**src/rtl/slice_vector.sv**
```systemverilog
// Katana trajectory tracker: keeps a per-frame position history and reports a lagged
// rise/run vector, its L1 speed and a swipe pulse, holding the vector during a split.
module slice_vector #(
    parameter int DEPTH        = 10,
    parameter int XW           = 11,
    parameter int YW           = 10,
    parameter int FRAME_H      = 1024,
    parameter int FRAME_V      = 768,
    parameter int SPEED_THRESH = 40,
    parameter int LAG_W        = $clog2(DEPTH)
) (
    input  logic                 clk_in,
    input  logic                 rst_in,
    input  logic [10:0]          hcount_in,
    input  logic [9:0]           vcount_in,
    input  logic [XW-1:0]        katana_x,
    input  logic [YW-1:0]        katana_y,
    input  logic                 katana_valid,
    input  logic                 split_in,
    input  logic [LAG_W-1:0]     lag_in,
    output logic signed [YW:0]   rise,
    output logic signed [XW:0]   run,
    output logic [XW+1:0]        speed,
    output logic                 vec_valid,
    output logic                 swipe_out,
    output logic                 frozen
);

    localparam int CNT_W = $clog2(DEPTH + 1);

    typedef enum logic [1:0] {
        ST_FILL,
        ST_TRACK,
        ST_FROZEN
    } state_t;

    function automatic logic [LAG_W-1:0] clamp_lag(input logic [LAG_W-1:0] lag);
        if (lag == '0) begin
            return LAG_W'(1);
        end
        if (int'(lag) > DEPTH - 1) begin
            return LAG_W'(DEPTH - 1);
        end
        return lag;
    endfunction

    function automatic logic signed [XW:0] diff_x(input logic [XW-1:0] a, input logic [XW-1:0] b);
        return $signed({1'b0, a}) - $signed({1'b0, b});
    endfunction

    function automatic logic signed [YW:0] diff_y(input logic [YW-1:0] a, input logic [YW-1:0] b);
        return $signed({1'b0, a}) - $signed({1'b0, b});
    endfunction

    // Operands span at most 2^W-1 in magnitude, so negation never wraps.
    function automatic logic [XW:0] abs_x(input logic signed [XW:0] v);
        return v[XW] ? $unsigned(-v) : $unsigned(v);
    endfunction

    function automatic logic [YW:0] abs_y(input logic signed [YW:0] v);
        return v[YW] ? $unsigned(-v) : $unsigned(v);
    endfunction

    logic                   w_frame_done;
    logic [LAG_W-1:0]       w_lag_eff;
    logic signed [XW:0]     w_run_p0;
    logic signed [YW:0]     w_rise_p0;
    logic [XW+1:0]          w_speed_p0;
    logic                   w_enough;

    logic [XW-1:0]          r_x_hist [DEPTH];
    logic [YW-1:0]          r_y_hist [DEPTH];
    logic [CNT_W-1:0]       r_fill_cnt;
    logic [LAG_W-1:0]       r_lag_p0;
    logic                   r_vld_p0;

    state_t                 r_state;
    logic signed [YW:0]     r_rise_p1;
    logic signed [XW:0]     r_run_p1;
    logic [XW+1:0]          r_speed_p1;
    logic                   r_vld_p1;
    logic                   r_swipe_p1;
    logic                   r_frozen_p1;

    assign w_frame_done = (hcount_in == 11'(FRAME_H)) && (vcount_in == 10'(FRAME_V));
    assign w_lag_eff    = clamp_lag(lag_in);

    // Stage p0: history shift on the frame_done edge; a dropout restarts the fill count.
    always_ff @(posedge clk_in or posedge rst_in) begin
        if (rst_in) begin
            for (int i = 0; i < DEPTH; i++) begin
                r_x_hist[i] <= '0;
                r_y_hist[i] <= '0;
            end
            r_fill_cnt <= '0;
            r_lag_p0   <= LAG_W'(1);
            r_vld_p0   <= 1'b0;
        end else begin
            r_vld_p0 <= w_frame_done && !split_in;
            if (w_frame_done) begin
                r_lag_p0 <= w_lag_eff;
                if (katana_valid) begin
                    r_x_hist[0] <= katana_x;
                    r_y_hist[0] <= katana_y;
                    for (int i = 1; i < DEPTH; i++) begin
                        r_x_hist[i] <= r_x_hist[i-1];
                        r_y_hist[i] <= r_y_hist[i-1];
                    end
                    if (r_fill_cnt != CNT_W'(DEPTH)) begin
                        r_fill_cnt <= r_fill_cnt + CNT_W'(1);
                    end
                end else begin
                    r_fill_cnt <= '0;
                end
            end
        end
    end

    assign w_run_p0   = diff_x(r_x_hist[0], r_x_hist[r_lag_p0]);
    assign w_rise_p0  = diff_y(r_y_hist[0], r_y_hist[r_lag_p0]);
    assign w_speed_p0 = {1'b0, abs_x(w_run_p0)} + (XW+2)'(abs_y(w_rise_p0));
    assign w_enough   = int'(r_fill_cnt) > int'(r_lag_p0);

    // Stage p1: FSM and registered outputs; split_in has priority over any pending update.
    always_ff @(posedge clk_in or posedge rst_in) begin
        if (rst_in) begin
            r_state     <= ST_FILL;
            r_rise_p1   <= '0;
            r_run_p1    <= '0;
            r_speed_p1  <= '0;
            r_vld_p1    <= 1'b0;
            r_swipe_p1  <= 1'b0;
            r_frozen_p1 <= 1'b0;
        end else begin
            r_swipe_p1 <= 1'b0;
            if (split_in) begin
                r_state     <= ST_FROZEN;
                r_frozen_p1 <= 1'b1;
            end else begin
                r_frozen_p1 <= 1'b0;
                if (r_vld_p0) begin
                    if (w_enough) begin
                        r_state    <= ST_TRACK;
                        r_rise_p1  <= w_rise_p0;
                        r_run_p1   <= w_run_p0;
                        r_speed_p1 <= w_speed_p0;
                        r_vld_p1   <= 1'b1;
                        r_swipe_p1 <= (w_speed_p0 >= (XW+2)'(SPEED_THRESH));
                    end else begin
                        r_state  <= ST_FILL;
                        r_vld_p1 <= 1'b0;
                    end
                end else if (r_state == ST_FROZEN) begin
                    r_state  <= w_enough ? ST_TRACK : ST_FILL;
                    r_vld_p1 <= w_enough;
                end
            end
        end
    end

    assign rise      = r_rise_p1;
    assign run       = r_run_p1;
    assign speed     = r_speed_p1;
    assign vec_valid = r_vld_p1;
    assign swipe_out = r_swipe_p1;
    assign frozen    = r_frozen_p1;

endmodule

```
**config.mk**
```make
export PLATFORM = sky130hd
export DESIGN_NAME = slice_vector
export DESIGN_NICKNAME = d
export VERILOG_FILES = /design/src/rtl/slice_vector.sv
export SDC_FILE = /design/constraint.sdc
export NUM_CORES = 1
export LEC_CHECK = 0
export BUFFER_PORTS_ARGS = -buffer_cell sky130_fd_sc_hd__buf_4
export CAP_MARGIN = 20
export CORE_UTILIZATION = 55
export CTS_BUF_LIST = sky130_fd_sc_hd__clkbuf_8
export CTS_CLUSTER_SIZE = 12
export DETAILED_ROUTE_END_ITERATION = 6
export PLACE_DENSITY_LB_ADDON = 0.1
export SYNTH_ARGS = -nofsm -noshare
export SYNTH_HDL_FRONTEND = slang
export SYNTH_SLANG_ARGS = --single-unit
```
**constraint.sdc**
```tcl
create_clock -name clk_in -period 8.7 [get_ports clk_in]
set_clock_uncertainty 0.05 [all_clocks]
set_input_delay 0.435 -clock clk_in [delete_from_list [all_inputs] [get_ports clk_in]]
set_output_delay 0.435 -clock clk_in [all_outputs]
set_load 0.03 [all_outputs]
```
==> flow_metrics.env, run 1 <==
export IMPL_power_mw=2.38
export IMPL_syn_nets=1106
export IMPL_core_area_sq_mm=0.0236
export IMPL_setup_viol=0
export IMPL_synth_ff_latch_count=260
export IMPL_maxCapViolCount=0
export IMPL_cts_repair_resized=0
export IMPL_hold_class="primary input to async pin"
export IMPL_critical_path_buf_inv_count=2
export IMPL_avgSynthCellArea_sq_um=13.2
export IMPL_clk_path_buf_depth=3
export IMPL_cp_arrival_ns=7.02
export IMPL_synth_top_area_cell="dfrtp_1"
export IMPL_worst_slew_pin_slew_ns=0.951
export IMPL_yosys_warnings=0
export IMPL_grt_max_degree=162
export IMPL_vias=8429
export IMPL_num_nets_final=1197
export IMPL_clkTransAtPathRegs_ns=0.06
export IMPL_critPathMaxStageDelay_ns=1.13
export IMPL_async_flop_share=1.00
export IMPL_root_buffer="clkbuf_8"
export IMPL_timing_final_crit_share=0.769
export IMPL_final_core_util=0.642
export IMPL_cts_sinks=260
export IMPL_tns_ns=0
export IMPL_grt_overflow=0
export IMPL_die_h_microns=158
export IMPL_drive_gt1_frac=0.265
export IMPL_grt_pass1_wl_microns=44500
export IMPL_syn2layout_area_growth_pct=13.9
export IMPL_start_kind="flip-flop"
export IMPL_worstPathRequired_ns=9.04
export IMPL_grt_pass1_vias=8369
export IMPL_placementRows=56
export IMPL_vias_per_cell=5.79
export IMPL_dp_hpwl_microns=18000
export IMPL_finalWirelength_microns=27100
export IMPL_antenna_found_initial=0
export IMPL_dr_pass1_iters=5
export IMPL_cp_slowest_cell="dfstp_4"
export IMPL_synthDistinctLibCells=67
export IMPL_fin_crit_ns=6.69
export IMPL_cp_cell_sequence="buf_4 -> mux4_2 -> a22o_1 -> a22oi_1 -> ha_1 -> o21ai_0 -> nor2_1 -> o211ai_1 -> nand2_1 -> a31oi_1 -> o21ai_0 -> xnor2_1 -> ha_1 -> inv_1 -> o22ai_1 -> o41ai_1 -> o21ai_0 -> xor2_1 -> nor4_1 -> a41oi_1"
export IMPL_synth_edf_count=0
export IMPL_path_max_fanout=49
export IMPL_diodes=0
export IMPL_cts_tree="built"
export IMPL_critPathTopFamily="compound AO/OA/AOI/OAI gates"
export IMPL_cp_end_kind="flip-flop"
export IMPL_drv_slew=0
export IMPL_p_per_area_mw_per_mm2=157
export IMPL_p_leak_nw=7.63
export IMPL_track_usage=0.231
export IMPL_die_area_sq_mm=0.0248
export IMPL_n_fill_cell=1877
export IMPL_synth_cells=1012
export IMPL_first_iter_violations=498
export IMPL_ys_seq_area_frac=0.489
export IMPL_synthTopCellsByArea="dfrtp_1 49%, mux2_1 14%, mux4_2 7.1%, mux2_2 6.8%, ha_1 3.9%"
export IMPL_synth_cell_area_sq_mm=0.0133
export IMPL_crit_top_cell="o21ai_0"
export IMPL_peakVddDrop_uv=111
export IMPL_slew_limit_headroom=0.364
export IMPL_gp_congestion=0.914
export IMPL_die_x_microns=158
export IMPL_start_util=0.564
export IMPL_hold_viol=0
export IMPL_clock_latency_ns=0.55
export IMPL_max_freq_ghz=0.150
export IMPL_portBuffers=88
export IMPL_rsz0062_at_grt="no"
export IMPL_wl_per_cell_microns=18.6
export IMPL_hold_buffers=1
export IMPL_drc=0
export IMPL_status="complete, no violations"
export IMPL_htree_num_levels=2
export IMPL_crit_type="flip-flop to flip-flop"
export IMPL_synth_ff_type="dfrtp_1"
export IMPL_yosysTopAreaCellShare=0.487
export IMPL_cts_buffers=44
export IMPL_postCtsSetupBuffers=0
export IMPL_io_pins=89
export IMPL_drtAntennaViolNets=0
## layout make-up
type	count	area, sq um	share of cell area
inverters	26	105	0.00693
well taps	319	399	0.0263
clock buffers	55	757	0.0499
flip-flops and latches	260	6510	0.429
multi-input cells	672	6470	0.426
clock inverters	25	170	0.0112
repair buffers	99	758	0.0500
## cell families after synthesis
logic type	Yosys count	synth area share
AND/OR/NAND/NOR	133	0.0489
buffers and inverters	80	0.0258
multiplexers	290	0.281
adder cells (fa/ha/maj)	44	0.0430
AO/OA/AOI/OAI	165	0.0865
XOR/XNOR	40	0.0263
flip-flops	260	0.489
## metrics by stage
stage          instance area [sq um]  hold WS [ns]  setup WS [ns]  cells
6_report                       15200        0.0493           2.01   1456
5_1_grt                        15200        0.0213           1.55   1456
4_1_cts                        15200        0.0201           2.03   1456
3_5_place_dp                   14200         0.421           2.01   1375
3_3_place_gp                   14200         0.414           2.15   1375
2_1_floorplan                  13300         0.409           1.06   1012
## metal layers
| layer | global-route usage | vias up | wire (microns) |
|---|---|---|---|
| li1 | - | 3943 | - |
| met1 | 0.341 | 4229 | 13100 |
| met2 | 0.349 | 206 | 12100 |
| met3 | 0.0389 | 51 | 1270 |
| met4 | 0.0684 | 0 | 609 |
| met5 | 0 | - | 0 |
## registers in the layout, summed over array words and instances (netlist names)
| register | flops |
|---|---|
| r_x_hist | 110 |
| r_y_hist | 100 |
| speed | 13 |
| run | 12 |
| rise | 11 |
| r_fill_cnt | 4 |
| r_lag_p0 | 4 |
| r_state | 2 |
| frozen | 1 |
| r_vld_p0 | 1 |
| swipe_out | 1 |
| vec_valid | 1 |
## where the power goes
part	leakage (nW)	internal [mW]	total, mW	switching, mW
clock	0.538	0.634	1.13	0.491
combinational	3.46	0.0168	0.0463	0.0295
sequential	3.63	1.21	1.21	0.000236
total	7.63	1.86	2.38	0.521
## cell usage after synthesis, drive strengths merged (6+ instances only)
master  instances
a22o           19
ha             41
o31ai           6
xor2           13
nor2b           7
nor4            6
nor3           10
o21bai          7
nand3           8
xnor2          27
buf            34
mux4           42
a211oi          6
o21a            6
nor2           26
or3             7
clkbuf         20
dfrtp         259
a21oi          18
inv            26
a22oi          21
o21ai          49
mux2          248
nand2          50
## path summary, 6_finish.rpt
kind / start / end / slack, ns / cells after the start
max reg2reg: r_lag_p0[0]$_DFFE_PP1P_ / swipe_out$_DFF_PP0_ / 2.01 / 20
max in group asynchronous: rst_in / r_y_hist[69]$_DFFE_PP0P_ / 7.01 / 3
min reg2reg: speed[8]$_DFFE_PP0P_ / speed[8]$_DFFE_PP0P_ / 0.43 / 2
max: r_lag_p0[0]$_DFFE_PP1P_ / swipe_out$_DFF_PP0_ / 2.01 / 20
min in group clk_in: katana_x[9] / r_x_hist[108]$_DFFE_PP0P_ / 0.05 / 2
min: rst_in / r_x_hist[57]$_DFFE_PP0P_ / 0.05 / 2
## layout by cell type, fill, tap and decap left out, types with 5 or more instances in the layout
cell type and count:
ha_1 41, o21ai_0 43, mux2_1 168, a21oi_1 17, or3_1 6, nor2b_1 7
nor3_1 9, clkinv_2 7, nor4_1 6, xnor2_1 27, nor2_1 26, mux2_2 80
dfrtp_1 258, a211oi_1 5, a21o_1 5, o21a_1 6, inv_1 39, nand2_1 50
buf_4 97, o21bai_1 7, a22o_1 19, o21ai_1 6, xor2_1 13, clkbuf_8 55
mux4_2 42, nand3_1 8, a22oi_1 21
No activity file was read; power rests on OpenSTA's default activity.
==> run 2, diff against run 1 <==
- clock period: 8.7 -> 6.7 ns (I/O delays scaled with it)
==> flow_metrics.env, run 2 (synthesis results as in run 1) <==
export IMPL_p_leak_nw=7.76
export IMPL_start_util=0.564
export IMPL_tns_ns=0
export IMPL_vias=8523
export IMPL_cp_end_kind="flip-flop"
export IMPL_drive_gt1_frac=0.263
export IMPL_cp_arrival_ns=6.37
export IMPL_grt_overflow=0
export IMPL_wl_per_cell_microns=18.6
export IMPL_dr_pass1_iters=4
export IMPL_io_pins=89
export IMPL_cts_buffers=44
export IMPL_antenna_found_initial=0
export IMPL_setup_ws_ns=0.672
export IMPL_die_area_sq_mm=0.0248
export IMPL_clkTransAtPathRegs_ns=0.06
export IMPL_drc=0
export IMPL_root_buffer="clkbuf_8"
export IMPL_placementRows=56
export IMPL_crit_top_cell="o21ai_0"
export IMPL_vias_per_cell=5.73
export IMPL_cp_cell_sequence="buf_4 -> mux4_2 -> a22o_1 -> a22oi_1 -> ha_1 -> o21ai_0 -> nor2_1 -> o211ai_1 -> nand2_1 -> a31oi_1 -> buf_4 -> o21ai_0 -> ha_1 -> a21oi_1 -> o22ai_1 -> o41ai_1 -> o21ai_0 -> xor2_1 -> nor4_1 -> a41oi_1"
export IMPL_slew_limit_headroom=0.263
export IMPL_hold_viol=0
export IMPL_final_common_cell="dfrtp_1"
export IMPL_num_nets_final=1229
export IMPL_critical_path_buf_inv_count=2
export IMPL_largest_reg_flops=110
export IMPL_die_x_microns=158
export IMPL_largest_register="r_x_hist"
export IMPL_crit_type="flip-flop to flip-flop"
export IMPL_hold_class="primary input to flip-flop"
export IMPL_critPathTopFamily="compound AO/OA/AOI/OAI gates"
export IMPL_first_iter_violations=612
export IMPL_fin_crit_ns=6.03
export IMPL_grt_max_degree=188
export IMPL_maxCapViolCount=0
export IMPL_gp_congestion=0.898
export IMPL_cp_slowest_cell="dfstp_4"
export IMPL_cts_tree="built"
export IMPL_clk_path_buf_depth=3
export IMPL_r2r_start="r_lag_p0[0]$_DFFE_PP1P_"
export IMPL_dp_hpwl_microns=18200
export IMPL_clock_latency_ns=0.55
export IMPL_reg2reg_to="swipe_out$_DFF_PP0_"
export IMPL_worst_slew_pin_slew_ns=1.11
export IMPL_min_from="lag_in[2]"
export IMPL_grt_pass1_vias=8489
export IMPL_peakVddDrop_uv=144
export IMPL_status="complete, no violations"
export IMPL_min_path_cells=3
export IMPL_reg2reg_depth=20
export IMPL_max_freq_ghz=0.166
export IMPL_rsz0062_at_grt="no"
export IMPL_grt_pass1_wl_microns=45900
export IMPL_track_usage=0.237
export IMPL_holdPathEnd="r_lag_p0[2]$_DFFE_PP0P_"
export IMPL_drv_slew=0
export IMPL_final_core_util=0.655
export IMPL_core_area_sq_mm=0.0236
export IMPL_timing_final_crit_share=0.900
export IMPL_diodes=0
export IMPL_finalWirelength_microns=27700
export IMPL_stdcell_area_sq_mm=0.0155
export IMPL_path_max_fanout=21
export IMPL_syn2layout_area_growth_pct=16.1
export IMPL_worstPathRequired_ns=7.05
export IMPL_die_h_microns=158
export IMPL_final_cell_mix="258 x dfrtp_1, 168 x mux2_1, 104 x buf_4"
export IMPL_place_area_sq_mm=0.0143
export IMPL_r2r_slack_ns=0.67
export IMPL_htree_num_levels=2
export IMPL_start_kind="flip-flop"
export IMPL_drtAntennaViolNets=0
export IMPL_power_mw=3.05
export IMPL_cts_sinks=260
export IMPL_p_per_area_mw_per_mm2=197
export IMPL_place_ws_ns=0.710
export IMPL_portBuffers=88
export IMPL_setup_viol=0
export IMPL_critPathMaxStageDelay_ns=0.73
==> run 2: per-stage QoR <==
| stage | cells | hold slack, ns |
|---|---|---|
| final | 1487 | 0.0293 |
| after global routing | 1487 | 0.0284 |
| after CTS | 1487 | 0.00155 |
| after detailed placement | 1384 | 0.238 |
| after global placement | 1384 | 0.230 |
| after floorplan | 1012 | 0.316 |
==> run 2: layout make-up <==
type,instances,area (sq um)
Inverter,26,101
Clock inverter,20,86.3
Timing Repair Buffer,131,1080
Sequential cell,260,6510
Clock buffer,59,812
Multi-Input combinational cell,672,6470
Tap cell,319,399
Fill cell,1867,8150
==> run 2: what timing repair did <==
action                                 in CTS  in global routing
endpoints found under the hold margin      33                  0
buffers inserted                            0                  0
gates resized for setup                     0                  0
hold buffers                               24                  0
==> run 2: how the worst max path moves through the flow <==
stage,start,end,slack [ns],depth (start not counted)
floorplan,r_lag_p0[0]$_DFFE_PP1P_,swipe_out$_DFF_PP0_,0.97,21
global placement,r_lag_p0[0]$_DFFE_PP1P_,swipe_out$_DFF_PP0_,0.81,21
detailed placement,r_lag_p0[0]$_DFFE_PP1P_,swipe_out$_DFF_PP0_,0.71,20
CTS,r_lag_p0[0]$_DFFE_PP1P_,swipe_out$_DFF_PP0_,0.70,20
global route,r_lag_p0[0]$_DFFE_PP1P_,swipe_out$_DFF_PP0_,0.07,21
finish,r_lag_p0[0]$_DFFE_PP1P_,swipe_out$_DFF_PP0_,0.67,20
==> run 2: where the power goes <==
part	total [mW]	internal [mW]	leakage, nW	switching [mW]
sequential	1.57	1.57	3.63	0.000364
combinational	0.0712	0.0312	3.61	0.0401
clock	1.40	0.784	0.522	0.618
==> run 2: tightest hold or removal path: cells and delay by family <==
kind / cells / cell delay [ns]
compound gates: 1 / 0.07
buf+inv: 1 / 0.11
simple gates: 1 / 0.06
==> run 2: per-layer routing <==
layer  vias up  GRT usage  share of wire
met2       161      0.370           0.46
met4         0     0.0633          0.017
met3        37     0.0356          0.042
met5         -          0              0
li1       4015          -              -
met1      4310      0.348           0.48
